## src/rtl/vdc_pwm.sv

```systemverilog
// vdc_pwm: variable-duty-cycle PWM output stage for the heater switch.
//
// Turns the PID high-time word NH into a fixed-period PWM drive. The
// requested high time is clamped, then latched only at period boundaries,
// so the output never glitches mid-period. Dropping 'on' truncates the
// pulse on the next edge, which is the heater's safety behaviour.
//
// Ports:
//   clk          in   clock, the only clock
//   rst          in   synchronous active-high reset
//   on           in   output enable; low forces idle on the next edge
//   NH           in   signed requested high time in clk cycles
//   vdc_out      out  registered PWM drive
//   period_start out  registered one-cycle strobe on the first cycle of a period
//   NH_active    out  clamped high time in effect for the current period
//   clip         out  high for the whole period when NH_active differs from NH
module vdc_pwm #(
    parameter int FILTER_IO_SIZE = 18,
    parameter int PERIOD         = 100000,
    parameter int MIN_ON         = 50,
    parameter int MIN_OFF        = 50,
    parameter int CW             = $clog2(PERIOD + 1)
) (
    input  logic                             clk,
    input  logic                             rst,
    input  logic                             on,
    input  logic signed [FILTER_IO_SIZE-1:0] NH,
    output logic                             vdc_out,
    output logic                             period_start,
    output logic [CW-1:0]                    NH_active,
    output logic                             clip
);

    // Wide signed working width so the clamp comparisons never overflow,
    // whatever FILTER_IO_SIZE and PERIOD are.
    localparam int WW = 64;
    localparam logic signed [WW-1:0] MIN_ON_W = WW'(MIN_ON);
    localparam logic signed [WW-1:0] FULL_W   = WW'(PERIOD - MIN_OFF);
    localparam logic signed [WW-1:0] PERIOD_W = WW'(PERIOD);
    localparam logic [CW-1:0]        LAST_CNT = CW'(PERIOD - 1);

    typedef enum logic {
        IDLE,
        RUN
    } state_t;

    state_t          state_reg, state_next;
    logic [CW-1:0]   cnt_reg, cnt_next;
    logic [CW-1:0]   shadow_reg, shadow_next;
    logic [CW-1:0]   nh_active_reg, nh_active_next;
    logic            clip_reg, clip_next;
    logic            vdc_reg, vdc_next;
    logic            ps_reg, ps_next;

    logic signed [WW-1:0] nh_wide;
    logic signed [WW-1:0] clamp_wide;
    logic [CW-1:0]        clamp_val;
    logic                 clamp_clip;
    logic [CW:0]          cnt_plus1;
    logic                 load;

    // Clamp: anything below MIN_ON (including zero and negatives) is
    // suppressed, anything too close to full-on becomes always-on.
    always_comb begin
        nh_wide = {{(WW - FILTER_IO_SIZE){NH[FILTER_IO_SIZE-1]}}, NH};
        if (nh_wide < MIN_ON_W) begin
            clamp_wide = '0;
        end else if (nh_wide >= FULL_W) begin
            clamp_wide = PERIOD_W;
        end else begin
            clamp_wide = nh_wide;
        end
        clamp_val  = clamp_wide[CW-1:0];
        clamp_clip = (clamp_wide != nh_wide);
    end

    // One extra bit so cnt+1 < shadow is exact even when shadow == PERIOD.
    assign cnt_plus1 = {1'b0, cnt_reg} + (CW + 1)'(1);

    always_comb begin
        state_next     = state_reg;
        cnt_next       = cnt_reg;
        shadow_next    = shadow_reg;
        nh_active_next = nh_active_reg;
        clip_next      = clip_reg;
        vdc_next       = vdc_reg;
        ps_next        = 1'b0;
        load           = 1'b0;

        case (state_reg)
            IDLE: begin
                if (on) begin
                    state_next = RUN;
                    load       = 1'b1;
                end
            end
            RUN: begin
                if (!on) begin
                    state_next = IDLE;
                end else if (cnt_reg == LAST_CNT) begin
                    load = 1'b1;
                end
            end
            default: state_next = IDLE;
        endcase

        if (state_next == IDLE) begin
            cnt_next       = '0;
            shadow_next    = '0;
            nh_active_next = '0;
            clip_next      = 1'b0;
            vdc_next       = 1'b0;
        end else if (load) begin
            cnt_next       = '0;
            shadow_next    = clamp_val;
            nh_active_next = clamp_val;
            clip_next      = clamp_clip;
            ps_next        = 1'b1;
            vdc_next       = (clamp_val != '0);
        end else begin
            cnt_next = cnt_plus1[CW-1:0];
            vdc_next = (cnt_plus1 < {1'b0, shadow_reg});
        end
    end

    always_ff @(posedge clk) begin
        if (rst) begin
            state_reg     <= IDLE;
            cnt_reg       <= '0;
            shadow_reg    <= '0;
            nh_active_reg <= '0;
            clip_reg      <= 1'b0;
            vdc_reg       <= 1'b0;
            ps_reg        <= 1'b0;
        end else begin
            state_reg     <= state_next;
            cnt_reg       <= cnt_next;
            shadow_reg    <= shadow_next;
            nh_active_reg <= nh_active_next;
            clip_reg      <= clip_next;
            vdc_reg       <= vdc_next;
            ps_reg        <= ps_next;
        end
    end

    assign vdc_out      = vdc_reg;
    assign period_start = ps_reg;
    assign NH_active    = nh_active_reg;
    assign clip         = clip_reg;

endmodule

```

## config.mk

```make
export PLATFORM = sky130hd
export DESIGN_NAME = vdc_pwm
export DESIGN_NICKNAME = d
export VERILOG_FILES = /design/src/rtl/vdc_pwm.sv
export SDC_FILE = /design/constraint.sdc
export NUM_CORES = 1
export LEC_CHECK = 0
export BUFFER_PORTS_ARGS = -buffer_cell sky130_fd_sc_hd__buf_4
export CAP_MARGIN = 10
export CORE_ASPECT_RATIO = 1.5
export CORE_MARGIN = 3
export CORE_UTILIZATION = 40
export DETAILED_ROUTE_END_ITERATION = 10
export PLACE_DENSITY = 0.64
export SLEW_MARGIN = 30
export SYNTH_ARGS = -nofsm -noshare
export SYNTH_HDL_FRONTEND = slang
export SYNTH_SLANG_ARGS = --single-unit
```

## constraint.sdc

```tcl
create_clock -name clk -period 2.55 [get_ports clk]
set_clock_uncertainty 0.05 [all_clocks]
set_input_delay 0 -clock clk [delete_from_list [all_inputs] [get_ports clk]]
set_output_delay 0 -clock clk [all_outputs]
set_load 0.005 [all_outputs]
```

==> flow_metrics.py, run 1 <==
metrics = {
    "timing": {
        "max_freq_mhz": 412,
        "finalSetupViolations": 0,
        "hold_violations": 0,
        "slew_headroom_pct": 74.6,
        "fin_crit_sh_pct": 95.2,
        "hold_ws_ps": 93.9,
        "period_minus_slack_ps": 2430,
        "slew_viol_final": 0,
        "worstMarginPinSlew_ps": 379,
    },
    "floorplanning": {
        "coreArea_um2": 4890,
        "rows": 31,
        "io_pins": 41,
        "die_h_um": 93.5,
        "die-area_um2": 6020,
        "die_x_um": 64.4,
        "start_util_pct": 41.8,
    },
    "grt": {
        "antenna_found_initial": 0,
        "grt_pass1_vias": 1851,
        "grt_max_degree": 21,
        "grt_first_pass_wirelength_um": 8490,
        "grt_overflow": 0,
        "grtUsageTotal_pct": 18.2,
    },
    "synth": {
        "ys_ff_latch": 38,
        "syn_inst": 223,
        "async_flop_share_pct": 0,
        "synth_edf_count": 0,
        "ys_types": 45,
        "yosysWarningCount": 0,
        "avgSynthCellArea_um2": 9.16,
        "ys_seq_area_share_pct": 37.2,
        "netlist_area_um2": 2040,
        "synth_fp_nets": 261,
        "yosys_most_used_dff": "dfxtp_1",
    },
    "routing": {
        "dr.first_iter.drc_count": 68,
        "post_drt_via_cell_ratio": 5.17,
        "firstDrtPassIters": 4,
        "ant_nets": 0,
        "wirelength_um": 5280,
        "post_drt_wl_per_cell_um": 14.5,
        "dr_total_vias": 1887,
        "post-route-drc-count": 0,
    },
    "finish": {
        "finalNonFillerCells": 365,
        "fin_area_um2": 2930,
        "final_common_cell": "buf_4",
        "most-common-layout-cells": "buf_4, dfxtp_1, dlygate4sd3_1",
        "fin_nets": 336,
        "drive_gt1_share_pct": 34.1,
        "utilization_pct": 59.9,
        "area_growth_pct": 43.3,
        "diodes": 0,
    },
    "worst_setup_path": {
        "crit_chain": "ha_4, and4_1, and3_4, and3_4, xor2_2, ha_1, nand2_1, nor2_2, a21oi_2, a31oi_1, o41ai_1",
        "slowest_delay_ps": 380,
        "cp_slowest_cell": "dfxtp_4",
        "endpoint_kind": "flip-flop",
        "crit_type": "flip-flop to flip-flop",
        "crit_path_frequent_cell": "and3_4",
        "cp_top_family": "simple AND/OR/NAND/NOR gates",
        "path_buf_inv": 0,
        "required_ps": 2690,
        "crit_fanout": 4,
        "cp_data_arrival_time_ps": 2570,
        "cp-start-kind": "flip-flop",
    },
    "clock_tree": {
        "cts_sinks": 38,
        "cts_tree": "built",
        "clk_path_buf_depth": 2,
        "numCtsBuffers": 5,
        "clkTransAtPathRegs_ps": 70,
        "cts_root_buf": "clkbuf_8",
        "clock_latency_ps": 290,
        "htreeDepth": 2,
    },
    "job": {
        "maxCapViolations": 0,
    },
    "power_and_ir_drop": {
        "power.internal_w": 0.000900,
        "p_sw_share_pct": 23.6,
        "seqPwrFrac_pct": 51.4,
        "leakage_nw": 1.22,
        "clkPwrFrac_pct": 36.1,
        "p_comb_share_pct": 12.4,
        "p_switching_w": 0.000278,
        "pwr_density_cell_nw_per_um2": 403,
        "ir_worst_vdd_uv": 303,
    },
    "hold_path": {
        "min_path_type": "input pin to flip-flop",
    },
    "placement": {
        "dpl_cell_area_um2": 2460,
        "dp_hpwl_um": 3920,
        "gp_congestion": 0.822,
        "port_buffers": 40,
        "dp_cells": 332,
    },
    "outcome": {
        "status": "complete, no violations",
    },
}
## worst min-delay path, stage by stage
cell     delay, ps
buf_4          100
nor2b_1        160
o21ai_0         80
a21oi_1         40
## what timing repair did
item,CTS,global route
endpoints found under the setup margin,0,1
gates resized for setup,0,41
hold buffers,23,0
hold endpoints to repair,20,0
setup buffers,0,2
## cell usage after synthesis (2+ instances only)
master | instances | share of area [%]
inv_1 | 18 | 3.3
xnor2_1 | 9 | 3.9
and4_1 | 5 | 2.1
dfxtp_1 | 38 | 37
nor3_1 | 5 | 1.2
ha_1 | 17 | 10
nand4_1 | 5 | 1.5
nor2_1 | 14 | 2.6
a22o_2 | 10 | 4.9
a211oi_1 | 2 | 0.73
o22ai_1 | 5 | 1.5
o211ai_1 | 2 | 0.73
and3_2 | 2 | 0.73
o21ai_0 | 6 | 1.5
nor4_1 | 3 | 0.92
nand3_1 | 7 | 1.7
and3_1 | 5 | 1.5
a21oi_1 | 6 | 1.5
nand2_1 | 15 | 2.8
xor2_1 | 6 | 2.6
nor2b_1 | 9 | 2.8
and2_1 | 9 | 2.8
clkbuf_1 | 3 | 0.55
## power groups by stage
stage               Combinational (W)  Sequential [W]  Clock, W
floorplan                   0.0000521        0.000625         0
global placement             0.000114        0.000626         0
detailed placement           0.000115        0.000626         0
CTS                          0.000143        0.000613  0.000436
global route                 0.000162        0.000608  0.000463
finish                       0.000147        0.000606  0.000426
## cell families (layout without fill, tap and decap cells)
| family | after synthesis | in the layout | share of synthesized area (%) |
|---|---|---|---|
| buffers and inverters | 22 | 98 | 4.41 |
| DFF | 38 | 38 | 37.2 |
| AOI/OAI and AO/OA | 43 | 43 | 16.4 |
| xor gates and xnor gates | 15 | 15 | 6.43 |
| and+or+nand+nor | 88 | 88 | 25.1 |
| adders and majority gates | 17 | 17 | 10.4 |
## layer usage
metal | track usage [%] | up-vias | wire length, um
met5 | 0 | - | 0
met4 | 9.17 | 0 | 179
met3 | 2.88 | 14 | 150
met2 | 33.3 | 45 | 2850
met1 | 19.9 | 874 | 2110
li1 | - | 954 | -
## final timing paths
check	slack (ps)	cells after the start	startpoint	endpoint
worst max-delay path	120	11	cnt_reg[1]	vdc_out
worst min-delay path	90	4	on	clip
worst max register to register	120	11	cnt_reg[1]	vdc_out
worst min register to register	450	2	NH_active[16]	NH_active[16]
## cell type report
| cell class | instances | area [um2] |
|---|---|---|
| clock buffer | 7 | 86.3 |
| tap | 66 | 82.6 |
| inverter | 18 | 67.6 |
| multi-input combinational | 163 | 1300 |
| timing repair buffer | 72 | 598 |
| fill | 425 | 1960 |
| clock inverter | 1 | 5.00 |
| sequential | 38 | 788 |
## metrics by stage
stage / setup TNS, ps / total power (W) / worst slack (ps)
global route: -38.7 / 0.00123 / -38.7
CTS: 0 / 0.00119 / 39.0
finish: 0 / 0.00118 / 122
detailed placement: 0 / 0.000742 / 86.2
floorplan: 0 / 0.000677 / 191
global placement: 0 / 0.000741 / 137
Note: power is estimated with default switching activity, not from simulation.
==> run 2: changes to the inputs <==
--- a/config.mk
+++ b/config.mk
@@ -10,8 +10,10 @@
 export CORE_ASPECT_RATIO = 1.5
 export CORE_MARGIN = 3
 export CORE_UTILIZATION = 40
+export CTS_BUF_LIST = sky130_fd_sc_hd__clkbuf_8 sky130_fd_sc_hd__clkbuf_16
 export DETAILED_ROUTE_END_ITERATION = 10
 export PLACE_DENSITY = 0.64
+export SKIP_LAST_GASP = 1
 export SLEW_MARGIN = 30
 export SYNTH_ARGS = -nofsm -noshare
 export SYNTH_HDL_FRONTEND = slang
==> flow_metrics.py, run 2 (synthesis gave the netlist of run 1 again) <==
metrics = {
    "grt": {
        "antenna_found_initial": 0,
        "grt_overflow": 0,
        "grt_max_degree": 21,
        "grt_pass1_vias": 1851,
        "grtUsageTotal_pct": 18.2,
        "grt_first_pass_wirelength_um": 8490,
    },
    "routing": {
        "wirelength_um": 5280,
        "post-route-drc-count": 0,
        "firstDrtPassIters": 5,
        "post_drt_wl_per_cell_um": 14.5,
        "dr.first_iter.drc_count": 68,
        "post_drt_via_cell_ratio": 5.17,
        "ant_nets": 0,
        "dr_total_vias": 1888,
    },
    "power_and_ir_drop": {
        "power_w": 0.00117,
        "p_switching_w": 0.000277,
        "p_comb_share_pct": 12.5,
        "power.internal_w": 0.000896,
        "pwr_density_cell_nw_per_um2": 401,
        "ir_worst_vdd_uv": 303,
        "clkPwrFrac_pct": 35.8,
        "p_sw_share_pct": 23.6,
        "leakage_nw": 1.23,
        "seqPwrFrac_pct": 51.7,
    },
    "worst_setup_path": {
        "crit_fanout": 4,
        "cp_top_family": "simple AND/OR/NAND/NOR gates",
        "cp_data_arrival_time_ps": 2560,
        "crit_type": "flip-flop to flip-flop",
        "cp_slowest_cell": "dfxtp_4",
        "slowest_delay_ps": 380,
        "cp-start-kind": "flip-flop",
        "required_ps": 2690,
        "crit_chain": "ha_4, and4_1, and3_4, and3_4, xor2_2, ha_1, nand2_1, nor2_2, a21oi_2, a31oi_1, o41ai_1",
        "path_buf_inv": 0,
        "endpoint_kind": "flip-flop",
        "crit_path_frequent_cell": "and3_4",
    },
    "finish": {
        "nFillCells": 425,
        "drive_gt1_share_pct": 34.1,
        "most-common-layout-cells": "buf_4, dfxtp_1, dlygate4sd3_1",
        "diodes": 0,
        "fin_nets": 336,
        "area_growth_pct": 43.3,
        "final_common_cell": "buf_4",
    },
    "timing": {
        "worstMarginPinSlew_ps": 379,
        "fin_crit_sh_pct": 95.0,
        "finalSetupViolations": 0,
        "setup_slack_ps": 128,
        "slew_headroom_pct": 74.6,
        "period_minus_slack_ps": 2420,
        "slew_viol_final": 0,
        "hold_violations": 0,
        "max_freq_mhz": 413,
    },
    "placement": {
        "port_buffers": 40,
        "gp_congestion": 0.822,
        "dp_hpwl_um": 3920,
        "dp_slack_ps": 86.2,
    },
    "clock_tree": {
        "numCtsBuffers": 5,
        "clock_latency_ps": 290,
        "cts_tree": "built",
        "cts_sinks": 38,
        "clk_path_buf_depth": 2,
        "clkTransAtPathRegs_ps": 70,
        "cts_root_buf": "clkbuf_8",
        "htreeDepth": 2,
    },
    "floorplanning": {
        "coreArea_um2": 4890,
        "start_util_pct": 41.8,
        "io_pins": 41,
        "rows": 31,
        "die_x_um": 64.4,
        "die_h_um": 93.5,
        "die-area_um2": 6020,
    },
    "job": {
        "maxCapViolations": 0,
    },
    "outcome": {
        "status": "complete, no violations",
    },
    "hold_path": {
        "min_path_type": "input pin to flip-flop",
    },
}
run 2: cell count changes in the layout (fill, tap and decap cells not counted), sizes merged:
| cell | before | now |
|---|---|---|
| inv | 18 | 19 |
| clkbuf | 7 | 6 |
run 2: power by group through the flow:
stage / logic, W / clock network, W / registers [W]
after floorplan: 0.0000521 / 0 / 0.000625
after global placement: 0.000114 / 0 / 0.000626
after detailed placement: 0.000115 / 0 / 0.000626
after CTS: 0.000143 / 0.000433 / 0.000613
after global routing: 0.000162 / 0.000459 / 0.000608
final: 0.000146 / 0.000420 / 0.000606
run 2: metal layers:
metal / vias up / GRT usage, % / share of wire, %
li1: 955 / - / -
met1: 875 / 19.9 / 40
met2: 44 / 33.3 / 54
met3: 14 / 2.88 / 2.9
met4: 0 / 9.17 / 3.4
met5: - / 0 / 0
run 2: layout make-up:
type                       count  area (um2)  share of cell area [%]
clock buffer                   6        82.6                    2.82
clock inverter                 2        8.76                   0.299
inverter                      18        67.6                    2.31
multi-input combinational    163        1300                    44.4
sequential                    38         788                    26.9
tap                           66        82.6                    2.82
timing repair buffer          72         598                    20.4
run 2: path summary, 6_finish.rpt:
kind | startpoint | cells after the start | endpoint | slack [ps]
setup / recovery | cnt_reg[1] | 11 | vdc_out | 130
hold / removal | on | 4 | clip | 90
setup reg to reg | cnt_reg[1] | 11 | vdc_out | 130
hold reg to reg | NH_active[16] | 2 | NH_active[16] | 450
run 2: tightest hold or removal path: cells and delay by family:
family | cells | cell delay, ps
AOI/OAI and AO/OA | 2 | 120
buffers and inverters | 1 | 100
and+or+nand+nor | 1 | 160
run 2: repair_timing:
item	4_1_cts	5_1_grt
hold endpoints to repair	20	0
endpoints found under the setup margin	0	1
buffers inserted	0	2
hold buffers	23	0
resized for setup	0	41
run 2: per-stage QoR:
step | instance area (um2) | hold slack (ps) | util, % | TNS [ps] | instances
after detailed placement | 2460 | 177 | 50.3 | 0 | 332
after CTS | 2780 | 82.6 | 56.8 | 0 | 363
after floorplan | 2040 | 64.0 | - | 0 | 223
after global placement | 2460 | 167 | 50.3 | 0 | 332
after global routing | 2930 | 123 | 59.9 | -38.9 | 365
final | 2930 | 93.9 | 59.9 | 0 | 365
==> run 3: changes to the inputs <==
==> constraint.sdc (replaced) <==
create_clock -name clk -period 2.65 [get_ports clk]
set_clock_uncertainty 0.05 [all_clocks]
set_input_delay 0 -clock clk [delete_from_list [all_inputs] [get_ports clk]]
set_output_delay 0 -clock clk [all_outputs]
set_load 0.005 [all_outputs]
==> flow_metrics.py, run 3 (synthesis gave the netlist of run 1 again) <==
metrics = {
    "routing": {
        "firstDrtPassIters": 4,
        "wirelength_um": 5110,
        "post-route-drc-count": 0,
        "ant_nets": 0,
        "dr_total_vias": 1879,
        "post_drt_via_cell_ratio": 5.22,
        "dr.first_iter.drc_count": 64,
        "post_drt_wl_per_cell_um": 14.2,
    },
    "timing": {
        "tns_ps": 0,
        "finalSetupViolations": 0,
        "hold_ws_ps": 3.82,
        "slew_viol_final": 0,
        "fin_crit_sh_pct": 93.3,
        "setup_slack_ps": 177,
        "max_freq_mhz": 404,
        "period_minus_slack_ps": 2470,
        "slew_headroom_pct": 75.2,
        "hold_violations": 0,
        "worstMarginPinSlew_ps": 370,
        "rsz0062_at_grt": "false",
    },
    "grt": {
        "grt_overflow": 0,
        "grt_pass1_vias": 1943,
        "grtUsageTotal_pct": 18.4,
        "grt_first_pass_wirelength_um": 8690,
        "antenna_found_initial": 0,
        "grt_max_degree": 21,
    },
    "finish": {
        "finalNonFillerCells": 360,
        "area_growth_pct": 35.3,
        "diodes": 0,
        "fin_nets": 333,
        "final_common_cell": "buf_4",
        "drive_gt1_share_pct": 24.8,
        "utilization_pct": 56.6,
        "most-common-layout-cells": "buf_4, dfxtp_1, dlygate4sd3_1",
        "nFillCells": 462,
    },
    "power_and_ir_drop": {
        "seqPwrFrac_pct": 52.8,
        "leakage_nw": 1.19,
        "pwr_density_cell_nw_per_um2": 404,
        "p_switching_w": 0.000256,
        "clkPwrFrac_pct": 34.8,
        "ir_worst_vdd_uv": 199,
        "p_comb_share_pct": 12.4,
        "power.internal_w": 0.000861,
        "p_sw_share_pct": 22.9,
    },
    "worst_setup_path": {
        "crit_fanout": 4,
        "cp_slowest_cell": "dfxtp_1",
        "required_ps": 2780,
        "slowest_delay_ps": 360,
        "crit_chain": "ha_1, and4_1, and3_4, nand4_1, xnor2_1, ha_1, o21ai_0, o21ai_0, o211ai_1, a31oi_1, o41ai_1",
        "cp_data_arrival_time_ps": 2610,
        "crit_type": "flip-flop to flip-flop",
        "cp-start-kind": "flip-flop",
        "endpoint_kind": "flip-flop",
    },
    "floorplanning": {
        "coreArea_um2": 4890,
        "die_h_um": 93.5,
        "start_util_pct": 41.8,
        "die-area_um2": 6020,
        "die_x_um": 64.4,
        "rows": 31,
        "io_pins": 41,
    },
    "placement": {
        "port_buffers": 40,
        "dp_slack_ps": 8.92,
        "gp_congestion": 0.837,
        "dp_hpwl_um": 3810,
        "dp_cells": 332,
    },
    "clock_tree": {
        "clk_path_buf_depth": 2,
        "clock_latency_ps": 280,
        "htreeDepth": 2,
        "cts_tree": "built",
        "clkTransAtPathRegs_ps": 70,
        "cts_sinks": 38,
        "numCtsBuffers": 5,
        "cts_root_buf": "clkbuf_8",
        "cts_setup_buffers": 0,
    },
    "outcome": {
        "status": "complete, no violations",
    },
    "job": {
        "maxCapViolations": 0,
    },
    "hold_path": {
        "min_path_type": "input pin to flip-flop",
    },
}
[run 3: cell count changes in the layout (fill, tap and decap cells not counted), moves of 2 or more]
cell	before	now
a21oi_1	4	6
a21oi_2	2	0
and3_1	2	4
and3_4	3	1
buf_4	49	47
dfxtp_1	28	37
dfxtp_2	4	1
dfxtp_4	6	0
nor2_1	12	14
o21ai_0	3	6
o21ai_1	3	0
xor2_1	1	6
xor2_2	5	0
[run 3: worst paths after layout]
kind / from / endpoint / slack (ps) / cells past startpoint
worst max register to register: cnt_reg[1] / vdc_out / 180 / 11
worst min register to register: cnt_reg[0] / cnt_reg[0] / 390 / 1
worst max-delay path: cnt_reg[1] / vdc_out / 180 / 11
worst min-delay path: NH[17] / clip / 4 / 3
[run 3: layer usage]
layer / GRT usage [%] / routed length [um] / share of wire (%) / vias up
met5: 0 / 0 / 0 / -
li1: - / - / - / 949
met2: 34.2 / 2790 / 55 / 43
met3: 3.00 / 152 / 3.0 / 8
met4: 7.41 / 91 / 1.8 / 0
met1: 20.5 / 2080 / 41 / 879
[run 3: critical path, delay by kind of cell, from the launching register on]
family	cells	cell delay, ps
adder cells (fa/ha/maj)	2	480
AO/OA/AOI/OAI	5	690
flip-flops	1	360
XOR/XNOR	1	200
AND/OR/NAND/NOR	3	590
[run 3: power groups by stage]
stage,sequential [W],combinational (W),clock [W]
floorplan,0.000602,0.0000501,0
global placement,0.000603,0.000111,0
detailed placement,0.000603,0.000112,0
CTS,0.000590,0.000137,0.000402
global route,0.000591,0.000151,0.000427
finish,0.000590,0.000138,0.000389
[run 3: layout make-up]
class | count | area [um2] | share of cell area [%]
sequential | 38 | 762 | 27.6
clock buffer | 6 | 82.6 | 2.99
multi-input combinational | 163 | 1200 | 43.3
tap | 66 | 82.6 | 2.99
inverter | 18 | 67.6 | 2.44
timing repair buffer | 69 | 573 | 20.7
[run 3: per-stage QoR]
step / cell area (um2) / total power [W]
detailed placement: 2460 / 0.000715
CTS: 2760 / 0.00113
floorplan: 2040 / 0.000652
global placement: 2460 / 0.000714
finish: 2770 / 0.00112
global route: 2770 / 0.00117
[run 3: timing repair]
item                                    4_1_cts  5_1_grt
endpoints found under the setup margin        1        1
resized for setup                             1        2
hold buffers                                 22        0
pin swaps                                     0        1
endpoints found under the hold margin        20        0
cloned                                        0        0
